File: src/rtl/wifi_tx_frame_ctrl.sv
// rtl/wifi_tx_frame_ctrl.sv - Wi-Fi transmit frame sequencer (STP, LTP, SIG, DATA) with sample mux and watchdog
//
// Ports:
//   clk, reset        single clock, asynchronous active-high reset
//   start, abort      frame request (honoured in IDLE only) / cancel from any state
//   n_sym[7:0]        DATA symbol count, latched on accepted start
//   done_in[3:0]      per-source done pulses: [0] STP, [1] LTP, [2] SIG, [3] DATA symbol
//   in_re, in_im      four 12-bit sample buses, source k at [12k+11:12k]
//   in_valid[3:0]     per-source sample valid
//   start_out[3:0]    one-hot, one-cycle start pulse to the source entering its phase
//   out_re, out_im    registered sample stream of the active source
//   out_valid         qualifies out_re/out_im
//   busy              high in STP, LTP, SIG and DATA
//   frame_done        one-cycle pulse on normal frame end
//   err               phase watchdog expired; held until abort or reset
//   sym_cnt[7:0]      DATA symbols completed in the current frame

module wifi_tx_frame_ctrl #(
  parameter int TIMEOUT = 400
) (
  input  logic        clk,
  input  logic        reset,
  input  logic        start,
  input  logic        abort,
  input  logic [7:0]  n_sym,
  input  logic [3:0]  done_in,
  input  logic [47:0] in_re,
  input  logic [47:0] in_im,
  input  logic [3:0]  in_valid,
  output logic [3:0]  start_out,
  output logic [11:0] out_re,
  output logic [11:0] out_im,
  output logic        out_valid,
  output logic        busy,
  output logic        frame_done,
  output logic        err,
  output logic [7:0]  sym_cnt
);

  localparam logic [2:0] IDLE = 3'd0;
  localparam logic [2:0] STP  = 3'd1;
  localparam logic [2:0] LTP  = 3'd2;
  localparam logic [2:0] SIG  = 3'd3;
  localparam logic [2:0] DATA = 3'd4;
  localparam logic [2:0] DONE = 3'd5;
  localparam logic [2:0] ERR  = 3'd6;

  localparam logic [9:0] WD_LIMIT = 10'(TIMEOUT - 1);

  logic [2:0]  state;
  logic [7:0]  n_sym_q;
  logic [9:0]  wdog;
  logic [3:0]  start_q;
  logic [11:0] re_q;
  logic [11:0] im_q;
  logic        valid_q;

  logic [1:0]  phase;
  logic        act_done;
  logic        wd_limit;
  logic [7:0]  sym_inc;

  // Source index of the active phase; only meaningful while busy.
  always_comb begin
    phase = 2'd0;
    case (state)
      LTP:     phase = 2'd1;
      SIG:     phase = 2'd2;
      DATA:    phase = 2'd3;
      default: phase = 2'd0;
    endcase
  end

  assign busy     = (state == STP) || (state == LTP) || (state == SIG) || (state == DATA);
  assign act_done = busy && done_in[phase];
  assign wd_limit = (wdog == WD_LIMIT);
  assign sym_inc  = (sym_cnt == 8'hFF) ? 8'hFF : sym_cnt + 8'd1;

  always_ff @(posedge clk or posedge reset) begin
    if (reset) begin
      state   <= IDLE;
      n_sym_q <= '0;
      sym_cnt <= '0;
      wdog    <= '0;
      start_q <= '0;
      re_q    <= '0;
      im_q    <= '0;
      valid_q <= 1'b0;
    end else begin
      start_q <= '0;

      if (busy) begin
        re_q    <= in_re[12*phase +: 12];
        im_q    <= in_im[12*phase +: 12];
        valid_q <= in_valid[phase];
      end else begin
        re_q    <= '0;
        im_q    <= '0;
        valid_q <= 1'b0;
      end

      if (abort) begin
        state <= IDLE;
        wdog  <= '0;
      end else begin
        case (state)
          IDLE: begin
            wdog <= '0;
            if (start) begin
              n_sym_q <= n_sym;
              sym_cnt <= '0;
              state   <= STP;
              start_q <= 4'b0001;
            end
          end
          STP, LTP, SIG, DATA: begin
            // Done beats the watchdog when both land in the same cycle.
            if (act_done) begin
              wdog <= '0;
              case (state)
                STP: begin
                  state   <= LTP;
                  start_q <= 4'b0010;
                end
                LTP: begin
                  state   <= SIG;
                  start_q <= 4'b0100;
                end
                SIG: begin
                  if (n_sym_q == 8'd0) begin
                    state <= DONE;
                  end else begin
                    state   <= DATA;
                    start_q <= 4'b1000;
                  end
                end
                default: begin
                  sym_cnt <= sym_inc;
                  if (sym_inc == n_sym_q) begin
                    state <= DONE;
                  end else begin
                    start_q <= 4'b1000;
                  end
                end
              endcase
            end else if (wd_limit) begin
              state <= ERR;
              wdog  <= '0;
            end else begin
              wdog <= wdog + 10'd1;
            end
          end
          DONE: begin
            wdog  <= '0;
            state <= IDLE;
          end
          ERR: begin
            wdog <= '0;
          end
          default: begin
            wdog  <= '0;
            state <= IDLE;
          end
        endcase
      end
    end
  end

  // The mux registers lag the state by one cycle, so gate with busy to keep
  // the stream quiet in DONE/ERR/IDLE.
  assign out_re     = busy ? re_q : 12'd0;
  assign out_im     = busy ? im_q : 12'd0;
  assign out_valid  = busy & valid_q;
  assign start_out  = start_q;
  assign frame_done = (state == DONE);
  assign err        = (state == ERR);

endmodule

File: config.mk
export PLATFORM = sky130hd
export DESIGN_NAME = wifi_tx_frame_ctrl
export DESIGN_NICKNAME = d
export VERILOG_FILES = /design/src/rtl/wifi_tx_frame_ctrl.sv
export SDC_FILE = /design/constraint.sdc
export NUM_CORES = 1
export LEC_CHECK = 0
export CAP_MARGIN = 20
export CORE_AREA = 2 2 99 101
export DETAILED_ROUTE_END_ITERATION = 10
export DIE_AREA = 0 0 101 103
export PLACE_DENSITY = 0.77
export SLEW_MARGIN = 10
export SYNTH_ARGS = -nofsm -noshare
export SYNTH_HDL_FRONTEND = slang
export SYNTH_SLANG_ARGS = --single-unit
File: constraint.sdc
create_clock -name clk -period 2.1 [get_ports clk]
set_input_delay 0.315 -clock clk [delete_from_list [all_inputs] [get_ports clk]]
set_output_delay 0.315 -clock clk [all_outputs]
set_load 0.02 [all_outputs]
# Word level (Yosys, flattened, before mapping)
# Cells that the tools add are included.
# totals
reg_bits,58
input_bits,116
output_inout_bits,40
word_cells,78
# op_classes
addsub,2
multipliers,1
magnitude_cmp,1
eq_ne,16
n_shift,2
mux,34
bitwise_logic,2
reduce_logical,12
# ops
operator,n
indexed part select 48 x 7 -> 12 bit,2
two-way mux 12 bit,4
two-way mux 10 bit,4
two-way mux 8 bit,4
case mux 3 bit (3 select lines),2
two-way mux 4 bit,4
case mux 8 bit (2 select lines),1
two-way mux 3 bit,5
case mux 4 bit (3 select lines),1
adder 10 x 1 -> 10 bit (second input constant),1
equality test 10 x 9 -> 1 bit (second input constant),1
equality test 3 bit (second input constant),3
adder 8 x 1 -> 8 bit (second input constant),1
equality test 8 bit,1
equality test 8 bit (second input constant),1
logical NOT 8 bit,1
inequality test 2 bit (second input constant),4
case mux 4 bit (2 select lines),1
inequality test 7 bit (second input constant),1
equality test 3 x 2 -> 1 bit (second input constant),2
case mux 2 bit (3 select lines),1
two-way mux 1 bit,5
AND reduction 5 bit,1
binary-select mux 1 bit (select 2 bit),2
15 further kinds,17

# Logic depth before layout (Yosys ltp)
# logic_depth
word_depth,8
ltp_mapped,8
depth_no_buf,7

# Worst setup path after synthesis
# Ideal clock, no wire load.
# synth_path
path_type,reg2reg
start,register sym_cnt[0]
end,"register start_q[3], in the netlist start_out[3]"
setup_ns,0.141
arrival_time_ns,1.999
t_required_ns,1.959
slack_ns,-0.040
stages_incl_launch_ff,9
n_path_buf,1
period_less_slack_ns,2.140
path_cell_list,dfrtp_1 ha_1 buf_2 and4_4 and4b_1 or3_1 nand4_1 nor4_2 o32ai_1
# synth_between
elab_chain_cells,8
word_cells_on_any_way,9
classes_between,1 x add/sub; 2 x eq/ne; 6 x mux
# synth_rtl
item,line,rtl
from (decl),37,output logic [7:0] sym_cnt
from (signal assigned),138,sym_cnt <= sym_inc;
adder 8 x 1 -> 8 bit / equality test 8 bit (equally long branches),77,assign sym_inc = (sym_cnt == 8'hFF) ? 8'hFF : sym_cnt + 8'd1;
two-way mux 8 bit *,77,
equality test 8 bit *,139,if (sym_inc == n_sym_q) begin
two-way mux 4 bit *,139,
case mux 4 bit (3 select lines) *,120,case (state)
two-way mux 4 bit *,118,if (act_done) begin
case mux 4 bit (2 select lines) *,106,case (state)
two-way mux 4 bit *,102,if (abort) begin
to (signal assigned),113,start_q <= 4'b0001;
to (signal assigned),123,start_q <= 4'b0010;
to (signal assigned),127,start_q <= 4'b0100;
to (decl),53,logic [3:0] start_q;
# Mark *: on every way between the ends. The rest lies on a longest branch, timed or not.
# A chain may end at the register's enable or synchronous reset.

# Worst setup path in the final report
# layout_path
start,register state[0]
end,output out_re[5]
# layout_between
elab_chain_cells,5
word_cells_on_any_way,8
classes_between,4 x eq/ne; 1 x mux; 3 x reduce/logical
# layout_rtl
item,line,rtl
from (decl),50,logic [2:0] state;
from (signal assigned),81,state <= IDLE;
from (signal assigned),103,state <= IDLE;
from (signal assigned),112,state <= STP;
equality test 3 x 1 -> 1 bit / equality test 3 x 2 -> 1 bit (equally long branches),74,assign busy = (state == STP) || (state == LTP) || (state == SIG) || (state == DATA);
logical OR 1 bit (2 in a row),74,
logical OR 1 bit *,74,
two-way mux 12 bit *,171,assign out_re = busy ? re_q : 12'd0;
to (decl),31,"output logic [11:0] out_re,"
# Marks and branches as above.

==> results.sh <==
export IMPL_run_status="finished, final reports clean"
export IMPL_holdCritPathClass="in2async"
export IMPL_path_delay_family="buffers and inverters"
export IMPL_use_met3_pct=3.19
export IMPL_power_mw=6.01
export IMPL_synth_edf_count=0
export IMPL_min_period_ps=2060
export IMPL_place_area_um2=5340
export IMPL_relSlewSlack_pct=64.9
export IMPL_rsz0062_at_grt="yes"
export IMPL_multi_input_area_um2=1990
export IMPL_path_cells="inv_2 -> a21oi_1 -> nor2_2 -> buf_4 -> and2_1 -> clkdlybuf4s15_1"
export IMPL_async_flop_share_pct=100
export IMPL_switching_share_pct=37.6
export IMPL_synth_distinct_cells=60
export IMPL_max_freq_ghz=0.486
export IMPL_post_drt_wl_per_cell_um=16.1
export IMPL_drt_iter0_markers=174
export IMPL_synth_cells=397
export IMPL_ctsLongestPathBuffers=2
export IMPL_fillers=832
export IMPL_criticalPathCategory="reg2out"
export IMPL_htreeDepth=3
export IMPL_seqCellArea_um2=1460
export IMPL_cpMaxStageDelayCell="dfrtp_1"
export IMPL_yosys_warnings=0
export IMPL_synth_ff_type="dfrtp_1"
export IMPL_cts_tree="done"
export IMPL_final_area_um2=5580
export IMPL_syn_nets=515
export IMPL_cp_num_buf_inv=3
export IMPL_seq_power_share_pct=26.6
export IMPL_antenna_found_initial=0
export IMPL_fin_skew_ps=13.2
export IMPL_finalSetupViolations=0
export IMPL_die_h_um=103
export IMPL_synth_area_leaders="dfrtp_1 (41%), a21oi_1 (6.0%), mux2i_1 (5.1%)"
export IMPL_hpwlAfterDp_mm=8.14
export IMPL_cpPeakStageDelay_ps=440
export IMPL_post_route_drc_count=0
export IMPL_overflow=0
export IMPL_arrival_ps=1740
export IMPL_leakage_nw=2.32
export IMPL_core_area_um2=9460
export IMPL_critical_path_max_fanout=7
export IMPL_ir_drop_mv=0.518
export IMPL_cts_root_buf="clkbuf_8"
export IMPL_maxCapViolCount=0
export IMPL_grt_usage_pct=20.7
export IMPL_syn_area_um2=3560
export IMPL_dieArea_um2=10400
export IMPL_drive_gt1_share_pct=18.6
export IMPL_hold_violations=0
export IMPL_clk_insertion_delay_late_ps=340
export IMPL_pwr_share_comb_pct=50.5
export IMPL_die_x_um=101
export IMPL_via_per_inst=5.33
export IMPL_grt_pass1_vias=3482
export IMPL_finalNetCount=684
export IMPL_seq_area_frac_synth_pct=40.7
export IMPL_synth_top_area_share_pct=40.7
export IMPL_period_share_pct=97.9
export IMPL_grt_max_degree=37
export IMPL_grt_busiest_layer="met2"
export IMPL_final_antenna_net_count=0
export IMPL_grt_util_met2_pct=36.4
export IMPL_worstMarginPinSlew_ps=525
export IMPL_cell_internal_pwr_mw=3.75
export IMPL_routed_via_count=3650
export IMPL_start_util_pct=37.7
export IMPL_worstSetupEndpointType="output port"
export IMPL_cts_sinks=58
export IMPL_power_net_switching_mw=2.26
export IMPL_postSynthAreaPerCell_um2=8.98
export IMPL_yosys_area_top_type="dfrtp_1"
export IMPL_routed_wirelength_mm=11.0
export IMPL_clk_pin_slew_ps=70
export IMPL_utilization_pct=58.9
export IMPL_dr_pass1_iters=5
export IMPL_cts_buffers=9
export IMPL_grt_pass1_wl_mm=16.7
export IMPL_powerDensity_nw_per_um2=1080
export IMPL_place_congestion=0.895
export IMPL_maxSlewViolCount=0
export IMPL_boundaryPins=156
export IMPL_portBuffers=155
export IMPL_syn_to_final_growth_pct=56.4
export IMPL_rows=36
export IMPL_start_kind="register"
export IMPL_ys_ff_latch=58
export IMPL_required_ps=1780
export IMPL_n_antenna_cell=0
export IMPL_grt_use_met1_pct=26.1
export IMPL_clkPwrFrac_pct=23.0
==> repair_timing <==
item                                    in CTS  in global routing
hold buffers                                 0                  0
endpoints found under the setup margin      30                 28
buffers inserted                             0                  4
pin swaps                                    1                  4
gates cloned                                 0                  0
gates resized for setup                     32                 58
==> flip-flops by register name, summed over array words and instances, names as in the netlist <==
signal / flops
im_q: 12
n_sym_q: 8
re_q: 12
start_out: 4
state: 3
sym_cnt: 8
valid_q: 1
wdog: 10
==> worst reg2reg max path: stages, from the launching register on <==
cell	delay, ps
dfrtp_2	460
buf_6	170
nor3b_4	320
a21oi_4	80
a221oi_4	400
a211oi_2	90
o31ai_2	280
a2bb2oi_2	80
==> final timing paths <==
| kind | from | end | slack (ps) | cells after the start |
|---|---|---|---|---|
| worst max-delay path | state[0] | out_re[5] | 40 | 6 |
| worst min-delay path | reset | sym_cnt[3] | 340 | 3 |
| worst max register to register | state[1] | state[0] | 100 | 7 |
| worst min register to register | wdog[0] | wdog[0] | 470 | 1 |
| max in group asynchronous | reset | state[1] | 1340 | 3 |
| min in group clk | wdog[0] | wdog[0] | 470 | 1 |
==> area by class of cell <==
type / count / share of cell area (%)
multi-input combinational: 303 / 35.7
inverter: 9 / 0.606
clock buffer: 11 / 2.54
clock inverter: 5 / 2.24
tap: 114 / 2.56
timing repair buffer: 185 / 30.2
sequential: 58 / 26.1
==> cells in the mapped netlist (all sizes together), types with 2 or more instances <==
cell type,number
a2111oi,2
a211oi,2
a21oi,45
a22o,9
a2bb2oi,8
a31oi,10
and2,26
and3,2
and4,3
buf,12
clkbuf,15
dfrtp,58
ha,2
inv,9
mux2,7
mux2i,18
nand2,27
nand3,9
nand4,3
nor2,47
nor3,6
nor3b,2
nor4,5
o211ai,2
o21ai,31
o32ai,2
or2,2
or3,2
xnor2,10
xor2,6
==> cell usage in the layout, fill, tap and decap left out, types with 3 or more instances in the layout <==
cell	instances
a21oi_1	43
a22o_1	9
a2bb2oi_1	7
a31oi_1	10
and2_1	26
buf_4	26
buf_6	3
bufinv_16	4
clkbuf_2	23
clkbuf_8	10
clkdlybuf4s50_1	127
dfrtp_1	53
dfrtp_2	5
dlygate4sd2_1	3
inv_1	6
inv_2	3
mux2_2	7
mux2i_1	18
nand2_1	27
nand3_1	9
nor2_1	45
nor3_1	3
nor4_1	4
o21ai_0	27
o21ai_1	4
xnor2_1	9
xor2_1	6
==> power groups by stage <==
| stage | Clock, mW | Combinational, mW | Sequential, mW |
|---|---|---|---|
| global route | 1.46 | 3.30 | 1.63 |
| CTS | 1.41 | 2.95 | 1.58 |
| global placement | 0 | 2.99 | 1.58 |
| floorplan | 0 | 1.83 | 1.60 |
| detailed placement | 0 | 3.04 | 1.60 |
| finish | 1.38 | 3.03 | 1.60 |
==> kinds of logic (layout without fill, tap and decap cells) <==
group	count (synthesis)	after routing	synth area share, %
adders and majority gates	2	2	0.702
DFF	58	58	40.7
muxes	25	25	7.27
and+or+nand+nor	139	139	20.5
buffers and inverters	36	210	4.49
AOI/OAI and AO/OA	121	121	22.1
xor gates and xnor gates	16	16	4.14
==> per-layer routing <==
| metal | share of wire, % | wire length, µm |
|---|---|---|
| met3 | 5.6 | 614 |
| met5 | 0 | 0 |
| met1 | 42 | 4620 |
| met2 | 51 | 5620 |
| met4 | 1.7 | 188 |
==> stage by stage <==
step                setup WS, ps  TNS (ps)  cells  hold WS, ps
finish                      43.5         0    685          338
global route               -47.1      -119    685          382
CTS                         11.5         0    680          343
detailed placement         -8.89     -8.89    664          470
global placement            62.8         0    664          446
floorplan                   14.7         0    397          432
(Power assumes the default switching activity.)
